$ cat config.mk
export PLATFORM = sky130hd
export DESIGN_NAME = rr_arbiter8_flat
export DESIGN_NICKNAME = d
export VERILOG_FILES = /design/src/rtl/rr_arbiter8_pkg.sv /design/src/rtl/rr_arbiter8_if.sv /design/src/rtl/rr_arbiter8_prio_enc83.sv /design/src/rtl/rr_arbiter8.sv /design/src/flat_wrapper.sv
export SDC_FILE = /design/constraint.sdc
export NUM_CORES = 1
export LEC_CHECK = 0
export ABC_AREA = 1
export ABC_CLOCK_PERIOD_IN_PS = 2850
export CORE_ASPECT_RATIO = 1.1
export CORE_MARGIN = 3
export CORE_UTILIZATION = 49
export CTS_CLUSTER_DIAMETER = 30
export DETAILED_ROUTE_END_ITERATION = 10
export MAX_ROUTING_LAYER = met4
export PLACE_DENSITY = 0.74
export RECOVER_POWER = 25
export SYNTH_ARGS = -nofsm -noshare
export SYNTH_HDL_FRONTEND = slang
export SYNTH_SLANG_ARGS = --single-unit
$ cat constraint.sdc
create_clock -name iClk -period 2.85 [get_ports iClk]
set_input_delay 0.7125 -clock iClk [delete_from_list [all_inputs] [get_ports iClk]]
set_output_delay 0.7125 -clock iClk [all_outputs]
set_load 0.005 [all_outputs]
$ cat src/rtl/rr_arbiter8_pkg.sv
// Shared definitions for the 8-way round-robin arbiter.
// Holds the requester count, index width, FSM state encoding and the
// encoder83 lowest-index priority encoding function.
package rr_arbiter8_pkg;

    localparam int unsigned N_REQ = 8;
    localparam int unsigned IDX_W = 3;

    localparam logic ST_IDLE  = 1'b0;
    localparam logic ST_GRANT = 1'b1;

    typedef enum logic {
        StIdle  = ST_IDLE,
        StGrant = ST_GRANT
    } state_e;

    // Index of the lowest set bit; 0 when no bit is set (callers check validity).
    function automatic logic [IDX_W-1:0] encoder83(input logic [N_REQ-1:0] vec);
        logic [IDX_W-1:0] idx;
        idx = '0;
        // Scan from the top so the lowest set bit is the last one written.
        for (int i = N_REQ - 1; i >= 0; i--) begin
            if (vec[i]) begin
                idx = IDX_W'(i);
            end
        end
        return idx;
    endfunction

endpackage

$ cat src/rtl/rr_arbiter8_if.sv
// Request/grant bundle between requesters and the round-robin arbiter.
//   iReq     : request vector, bit i = requester i
//   oGnt     : one-hot grant, zero when idle
//   oGntIdx  : binary index of the grantee, holds last value when idle
//   oValid   : high while a grant is active
//   oTimeout : one-cycle pulse when a grant is revoked by hold expiry
// master = requester side, slave = arbiter side.
interface rr_arbiter8_if;
    import rr_arbiter8_pkg::*;

    logic [N_REQ-1:0] iReq;
    logic [N_REQ-1:0] oGnt;
    logic [IDX_W-1:0] oGntIdx;
    logic             oValid;
    logic             oTimeout;

    modport master (
        output iReq,
        input  oGnt,
        input  oGntIdx,
        input  oValid,
        input  oTimeout
    );

    modport slave (
        input  iReq,
        output oGnt,
        output oGntIdx,
        output oValid,
        output oTimeout
    );

endinterface

$ cat src/rtl/rr_arbiter8_prio_enc83.sv
// Combinational 8-to-3 lowest-index priority encoder with an any-valid flag.
//   in_i    : input vector
//   idx_o   : index of the lowest set bit (0 when none set)
//   valid_o : high when any bit of in_i is set
module prio_enc83
    import rr_arbiter8_pkg::*;
(
    input  logic [N_REQ-1:0] in_i,
    output logic [IDX_W-1:0] idx_o,
    output logic             valid_o
);

    always_comb begin
        idx_o   = encoder83(in_i);
        valid_o = |in_i;
    end

endmodule

$ cat src/rtl/rr_arbiter8.sv
// Round-robin arbiter sharing one resource between 8 requesters, with a
// per-grant hold limit so no requester can monopolise the resource.
//   iClk : system clock, rising edge
//   iRst : asynchronous active-high reset
//   bus  : request/grant bundle (slave side), see rr_arbiter8_if
// All outputs are registered; grant appears one cycle after the request is sampled.
module rr_arbiter8
    import rr_arbiter8_pkg::*;
#(
    parameter int unsigned MAX_HOLD = 16,
    parameter int unsigned CNT_W    = 8
) (
    input  logic         iClk,
    input  logic         iRst,
    rr_arbiter8_if.slave bus
);

    localparam logic [CNT_W-1:0] MaxHold = CNT_W'(MAX_HOLD);

    state_e           state_q;
    logic [IDX_W-1:0] ptr_q;
    logic [CNT_W-1:0] cnt_q;
    logic [N_REQ-1:0] gnt_q;
    logic [IDX_W-1:0] idx_q;
    logic             valid_q;
    logic             tmo_q;

    logic [IDX_W-1:0]   arb_ptr;
    logic [2*N_REQ-1:0] req_dbl;
    logic [N_REQ-1:0]   req_rot;
    logic [IDX_W-1:0]   enc_idx;
    logic               enc_valid;
    logic [IDX_W-1:0]   winner;
    logic [N_REQ-1:0]   winner_oh;
    logic               hold_ok;

    // In GRANT any re-arbitration happens on release/timeout, where the
    // pointer moves past the grantee in the same edge; in IDLE use ptr as is.
    always_comb begin
        arb_ptr   = (state_q == StGrant) ? idx_q + IDX_W'(1) : ptr_q;
        req_dbl   = {bus.iReq, bus.iReq} >> arb_ptr;
        req_rot   = req_dbl[N_REQ-1:0];
        winner    = enc_idx + arb_ptr;
        winner_oh = N_REQ'(1) << winner;
        hold_ok   = bus.iReq[idx_q] && (cnt_q < MaxHold);
    end

    prio_enc83 u_enc (
        .in_i    (req_rot),
        .idx_o   (enc_idx),
        .valid_o (enc_valid)
    );

    always_ff @(posedge iClk or posedge iRst) begin
        if (iRst) begin
            state_q <= StIdle;
            ptr_q   <= '0;
            cnt_q   <= '0;
            gnt_q   <= '0;
            idx_q   <= '0;
            valid_q <= 1'b0;
            tmo_q   <= 1'b0;
        end else begin
            tmo_q <= 1'b0;
            unique case (state_q)
                StIdle: begin
                    if (enc_valid) begin
                        state_q <= StGrant;
                        gnt_q   <= winner_oh;
                        idx_q   <= winner;
                        valid_q <= 1'b1;
                        cnt_q   <= CNT_W'(1);
                    end
                end
                StGrant: begin
                    if (hold_ok) begin
                        cnt_q <= cnt_q + CNT_W'(1);
                    end else begin
                        // Release or timeout: grantee still requesting means expiry.
                        ptr_q <= arb_ptr;
                        tmo_q <= bus.iReq[idx_q];
                        if (enc_valid) begin
                            gnt_q <= winner_oh;
                            idx_q <= winner;
                            cnt_q <= CNT_W'(1);
                        end else begin
                            state_q <= StIdle;
                            gnt_q   <= '0;
                            valid_q <= 1'b0;
                            cnt_q   <= '0;
                        end
                    end
                end
            endcase
        end
    end

    assign bus.oGnt     = gnt_q;
    assign bus.oGntIdx  = idx_q;
    assign bus.oValid   = valid_q;
    assign bus.oTimeout = tmo_q;

endmodule
$ cat src/flat_wrapper.sv
// flat-port wrapper written by rule: the top's interface ports become plain ports
module rr_arbiter8_flat import rr_arbiter8_pkg::*;
#(
    parameter int unsigned MAX_HOLD = 16,
    parameter int unsigned CNT_W    = 8
)
  (iClk, iRst, bus_iReq, bus_oGnt, bus_oGntIdx, bus_oValid, bus_oTimeout);
  rr_arbiter8_if bus_i ();
  input  logic iClk;
  input  logic iRst;
  input wire logic [$bits(bus_i.iReq)-1:0] bus_iReq;
  output wire logic [$bits(bus_i.oGnt)-1:0] bus_oGnt;
  output wire logic [$bits(bus_i.oGntIdx)-1:0] bus_oGntIdx;
  output wire logic [$bits(bus_i.oValid)-1:0] bus_oValid;
  output wire logic [$bits(bus_i.oTimeout)-1:0] bus_oTimeout;
  assign bus_i.iReq = bus_iReq;
  assign bus_oGnt = bus_i.oGnt;
  assign bus_oGntIdx = bus_i.oGntIdx;
  assign bus_oValid = bus_i.oValid;
  assign bus_oTimeout = bus_i.oTimeout;
  rr_arbiter8 #(.MAX_HOLD(MAX_HOLD), .CNT_W(CNT_W)) u_core (.iClk(iClk), .iRst(iRst), .bus(bus_i));
endmodule
### After elaboration in Yosys (flattened, before gate mapping)

Cells that the tools add are included.

* add/subtract/negate cells: 3
* mux-type cells: 31
* order comparisons: 2
* reduce and logical (&&, ||, !) cells: 5
* shift operators: 2
* bitwise gates (word level): 2
* equal/unequal tests: 3

Operator list (count)
* 2-to-1 mux 8 bit: 5
* 2-to-1 mux 3 bit: 11
* case mux 8 bit (2 select lines): 2
* >> shifter 16 x 3 -> 8 bit: 1
* 2-to-1 mux 1 bit: 9
* adder 8 x 1 -> 8 bit, second input constant: 1
* < comparator 8 x 5 -> 1 bit, second input constant: 1
* OR reduction 8 bit: 1
* left shift 1 x 3 -> 8 bit, first input constant: 1
* case mux 3 bit (2 select lines): 1
* < comparator 3 x 4 -> 1 bit, second input constant: 1
* inequality test 2 bit, second input constant: 2
* case mux 1 bit (2 select lines): 2
* AND reduction 2 bit: 2
* adder 3 x 1 -> 3 bit, second input constant: 1
* adder 3 bit: 1
* binary-select mux 1 bit (select 3 bit): 1
* AND reduction 3 bit: 1
* inequality test 2 x 1 -> 1 bit, second input constant: 1
* NOT 1 bit: 2
* logical AND 1 bit: 1

* bits of input ports: 10
* output and inout port bits: 13
* bits in registers: 25
* logic and storage cells: 55

### Logic depth before layout (Yosys ltp)

* depth in word-level cells: 16
* depth in mapped cells: 22
* mapped depth without buffers: 21

### Cells and area by module

Synthesis repeated with hierarchy kept, for this count alone.

* cell total of the unflattened synthesis: 256
* area total of the unflattened synthesis: 1823.0 um2

Modules (own cells, without submodules)
* rr_arbiter8: cells an instance 234, area an instance 1724.2 um2, times used 1, sequential area each 625.6 um2
* prio_enc83: cells an instance 22, area an instance 98.8 um2, times used 1, sequential area each 0.0 um2

### Least setup slack after synthesis

No wires, ideal clock.

* kind: reg-to-reg
* start: reg u_core.idx_q[1], in the netlist u_core.bus.oGntIdx[1]
* end: reg u_core.gnt_q[4], in the netlist u_core.bus.oGnt[4]
* period minus slack after synthesis: 2.921 ns
* buffers on the path: 1
* library setup time: 0.128 ns
* arrival time: 2.793 ns
* cell stages (with the launch flop): 18
* slack: -0.071 ns
* required time: 2.722 ns
* cell sequence: dfrtp_1 > ha_1 > inv_1 > o21ai_2 > buf_4 > nand3_1 > nand3_1 > nand2_1 > a21oi_1 > o21ai_0 > a21boi_0 > ha_1 > inv_1 > fa_1 > xor2_1 > nand3b_1 > nand2_1 > o21ai_1

* word-level cells in the longest chain between the ends: 16
* elaborated cells on any way between the ends: 24
* those cells by class: 2 x add/sub; 2 x eq/ne; 2 x shift; 15 x mux; 3 x reduce/logical

Ends and longest elaborated chain
* start, declared: RTL line rr_arbiter8.sv:24 `logic [IDX_W-1:0] idx_q;`
* start signal, assigned: RTL line rr_arbiter8.sv:70 `idx_q <= winner;`
* start signal, assigned: RTL line rr_arbiter8.sv:84 `idx_q <= winner;`
* adder 3 x 1 -> 3 bit: RTL line rr_arbiter8.sv:40 `arb_ptr = (state_q == StGrant) ? idx_q + IDX_W'(1) : ptr_q;`
* 2-to-1 mux 3 bit: RTL line rr_arbiter8.sv:40
* >> shifter 16 x 3 -> 8 bit: RTL line rr_arbiter8.sv:41 `req_dbl = {bus.iReq, bus.iReq} >> arb_ptr;`
* 2-to-1 mux 3 bit (8 in a row): RTL line rr_arbiter8_pkg.sv:23 `if (vec[i]) begin`
* adder 3 bit: RTL line rr_arbiter8.sv:43 `winner = enc_idx + arb_ptr;`
* left shift 1 x 3 -> 8 bit: RTL line rr_arbiter8.sv:44 `winner_oh = N_REQ'(1) << winner;`
* 2-to-1 mux 8 bit: RTL line rr_arbiter8.sv:82 `if (enc_valid) begin`
* 2-to-1 mux 8 bit: RTL line rr_arbiter8.sv:76 `if (hold_ok) begin`
* case mux 8 bit (2 select lines): RTL line rr_arbiter8.sv:65 `unique case (state_q)`
* end signal, assigned: RTL line rr_arbiter8.sv:69 `gnt_q <= winner_oh;`
* end signal, assigned: RTL line rr_arbiter8.sv:83 `gnt_q <= winner_oh;`
* end, declared: RTL line rr_arbiter8.sv:23 `logic [N_REQ-1:0] gnt_q;`

Parallel ways exist; a longest one is shown, timed or not. The select of a mux whose other input is x is not followed.
A chain may end at the register's enable or synchronous reset.

### Worst setup path in the final report

* start: reg u_core.idx_q[1], in the netlist u_core.bus.oGntIdx[1]
* end: reg u_core.gnt_q[7], in the netlist u_core.bus.oGnt[7]

Same word-level chain as after synthesis.

==> impl_metrics.tcl <==
set metrics [dict create \
    start_util 0.5187 \
    worst_slack_ps -222.5 \
    yosysSeqAreaShare 0.3249 \
    pin_count 23 \
    gr-total-overflow 0 \
    grt_first_pass_wirelength_mm 9.887 \
    skew_ps 4.799 \
    status "finished, violations left" \
    portBuffers 22 \
    critPathKind "reg2reg" \
    wl_per_cell_um 13.71 \
    postRouteAntennaNets 0 \
    tightest_slew_ps 1349 \
    max-cap-violations 0 \
    grt_max_degree 26 \
    yosysUniqueCellTypes 28 \
    critPathMaxFanout 6 \
    stdcell_count 410 \
    slew-limit-headroom 0.1004 \
    rows 23 \
    dp_worst_setup_slack_ps -675.9 \
    max_freq_mhz 325.5 \
    core-area_um2 3712 \
    cts_tree "built" \
    drt-pass1-iter-count 4 \
    die_area_um2 4719 \
    netlist_instances 279 \
    cts-root-buf "clkbuf_8" \
    hpwl_mm 4.138 \
    viasPerCell 5.337 \
    die_w_um 65.77 \
    die_h_um 71.75 \
    grt_util_all_layers 0.2677 \
    avgSynthCellArea_um2 6.902 \
    rsz0062_at_grt "true" \
    cts_max_level 1 \
    grt_pass1_vias 2218 \
    clock_sinks 25 \
    area_growth_pct 45.48 \
    ys_ff_latch 25 \
    place.gp.congestion 0.8539 \
    nets 375 \
    setup-violations-final 9 \
    vias 2188 \
    clk_latency_ps 270 \
    syn_nets 293 \
    drt_iter0_drc 165 \
    cts_buffers 3 \
    cp-start-kind "flip-flop" \
    antenna_cells 0 \
    violations "setup timing" \
    hold_violations 0 \
    critPathRequiredTime_ps 3010 \
    placedCellCount 400 \
    cp.arrival_ps 3230 \
    drive_above_1_share 0.3389 \
    fillers 291 \
    drv_slew 0 \
    yosysWarnings 0 \
    antenna_found_initial 0 \
    syn_area_um2 1926 \
    period_needed_ps 3072 \
    hold_class "reg2reg" \
    post-route-period-util 1.078 \
    routed_wl_mm 5.620 \
    cts.path.max_buffers 2 \
    path_clk_slew_ps 100 \
    cp-end-kind "flip-flop" \
    drc_errors 0 \
]
==> synthesized netlist by cell type <==
cell       n  area share
inv_2      1      0.0019
a21boi_0   1      0.0039
or2_2      1      0.0033
o211ai_1   5       0.019
o21ai_0   13       0.034
inv_1     30       0.058
nor4_1     1      0.0033
buf_4      2      0.0078
xor2_1     3       0.014
fa_1       1       0.010
o21ai_2    3       0.014
buf_6      3       0.018
nand3b_1   2      0.0078
maj3_2     1      0.0058
a21oi_1    5       0.013
clkbuf_1   1      0.0019
o21ai_1    5       0.013
buf_2      1      0.0026
nand3_1   65        0.17
a31oi_4    1       0.011
ha_1       3       0.019
nand2_4    5       0.029
nand2_1   81        0.16
nor2_4     2       0.012
nor2_1    10       0.019
dfrtp_1   25        0.32
nor2_2     2      0.0065
nand2_2    6       0.019
==> layer usage <==
layer / up-vias / routed length [um] / GRT usage
met5: - / 0 / -
met1: 1022 / 2366 / 0.3188
li1: 1084 / - / -
met4: 0 / 103 / 0.07143
met2: 70 / 2912 / 0.4744
met3: 12 / 237 / 0.02978
==> worst max-delay path, cell delays in order, from the launching register on <==
cell	delay, ps
dfrtp_1	390
ha_1	300
inv_2	90
o21ai_4	90
buf_6	140
nand3_1	100
nand3_1	100
nand2_2	100
nand2_2	60
a21oi_2	110
o21ai_1	70
a21boi_1	150
ha_2	190
inv_2	30
fa_2	340
xor2_2	160
nand3b_1	260
nand2_2	180
o21ai_1	70
==> path summary, 6_finish.rpt <==
check	startpoint	end	slack, ps	cells past startpoint
max	u_core.bus.oGntIdx[1]	u_core.bus.oGnt[7]	-220	18
min	u_core.bus.oGnt[2]	u_core.bus.oGnt[2]	500	2
max reg2reg	u_core.bus.oGntIdx[1]	u_core.bus.oGnt[7]	-220	18
min reg2reg	u_core.bus.oGnt[2]	u_core.bus.oGnt[2]	500	2
max in group asynchronous	iRst	u_core.state_q	650	3
min in group asynchronous	iRst	u_core.bus.oGnt[6]	1320	3
==> state kept, by name (all words and copies together) (netlist names) <==
signal	cells
u_core.bus.oTimeout	1
u_core.bus.oGntIdx	3
u_core.state_q	1
u_core.ptr_q	3
u_core.bus.oGnt	8
u_core.cnt_q	8
u_core.bus.oValid	1
==> per-stage QoR <==
step	util	instance area (um^2)	setup TNS (ps)	hold WS, ps
2_1_floorplan	-	1932	0	453.0
3_3_place_gp	0.6967	2586	-5141	467.9
3_5_place_dp	0.6967	2586	-6219	473.5
4_1_cts	0.7432	2759	-2169	498.9
5_1_grt	0.7546	2801	-3887	523.9
6_report	0.7546	2801	-1862	497.7
==> logic make-up (layout without fill, tap and decap cells) <==
kind of cell	count (synthesis)	count (layout)	synth area share
buffers and inverters	38	118	0.09031
AO/OA/AOI/OAI	33	33	0.1079
XOR/XNOR	3	3	0.01365
flip-flops	25	25	0.3249
AND/OR/NAND/NOR	175	176	0.4276
adder cells (fa/ha/maj)	5	5	0.03574
==> cell type report <==
cell class,count,area [um^2],area share
Sequential cell,25,626.9,0.2238
Tap cell,50,62.56,0.02233
Clock buffer,3,41.29,0.01474
Clock inverter,1,8.758,0.003126
Timing Repair Buffer,83,688.2,0.2456
Multi-Input combinational cell,217,1257,0.4489
Inverter,31,116.4,0.04154
==> cell usage in the layout, fill, tap and decap left out, drive strengths merged, types with 8 or more instances in the layout <==
| master | instances |
|---|---|
| o21ai | 21 |
| buf | 60 |
| nor2 | 14 |
| nand3 | 65 |
| nand2 | 93 |
| clkdlybuf4s50 | 13 |
| inv | 32 |
| dlygate4sd2 | 8 |
| dfrtp | 25 |
==> timing repair <==
action | CTS | global route
cloned | 1 | 0
hold buffers | 0 | 0
pin swaps | 11 | 10
hold endpoints to repair | 0 | 0
setup buffers | 4 | 1
setup endpoints to repair | 10 | 10
gates resized for setup | 37 | 13
Power is left out: the tool's default activity adds up to more than one toggle a clock period on the data nets, which glitch-free logic cannot reach.
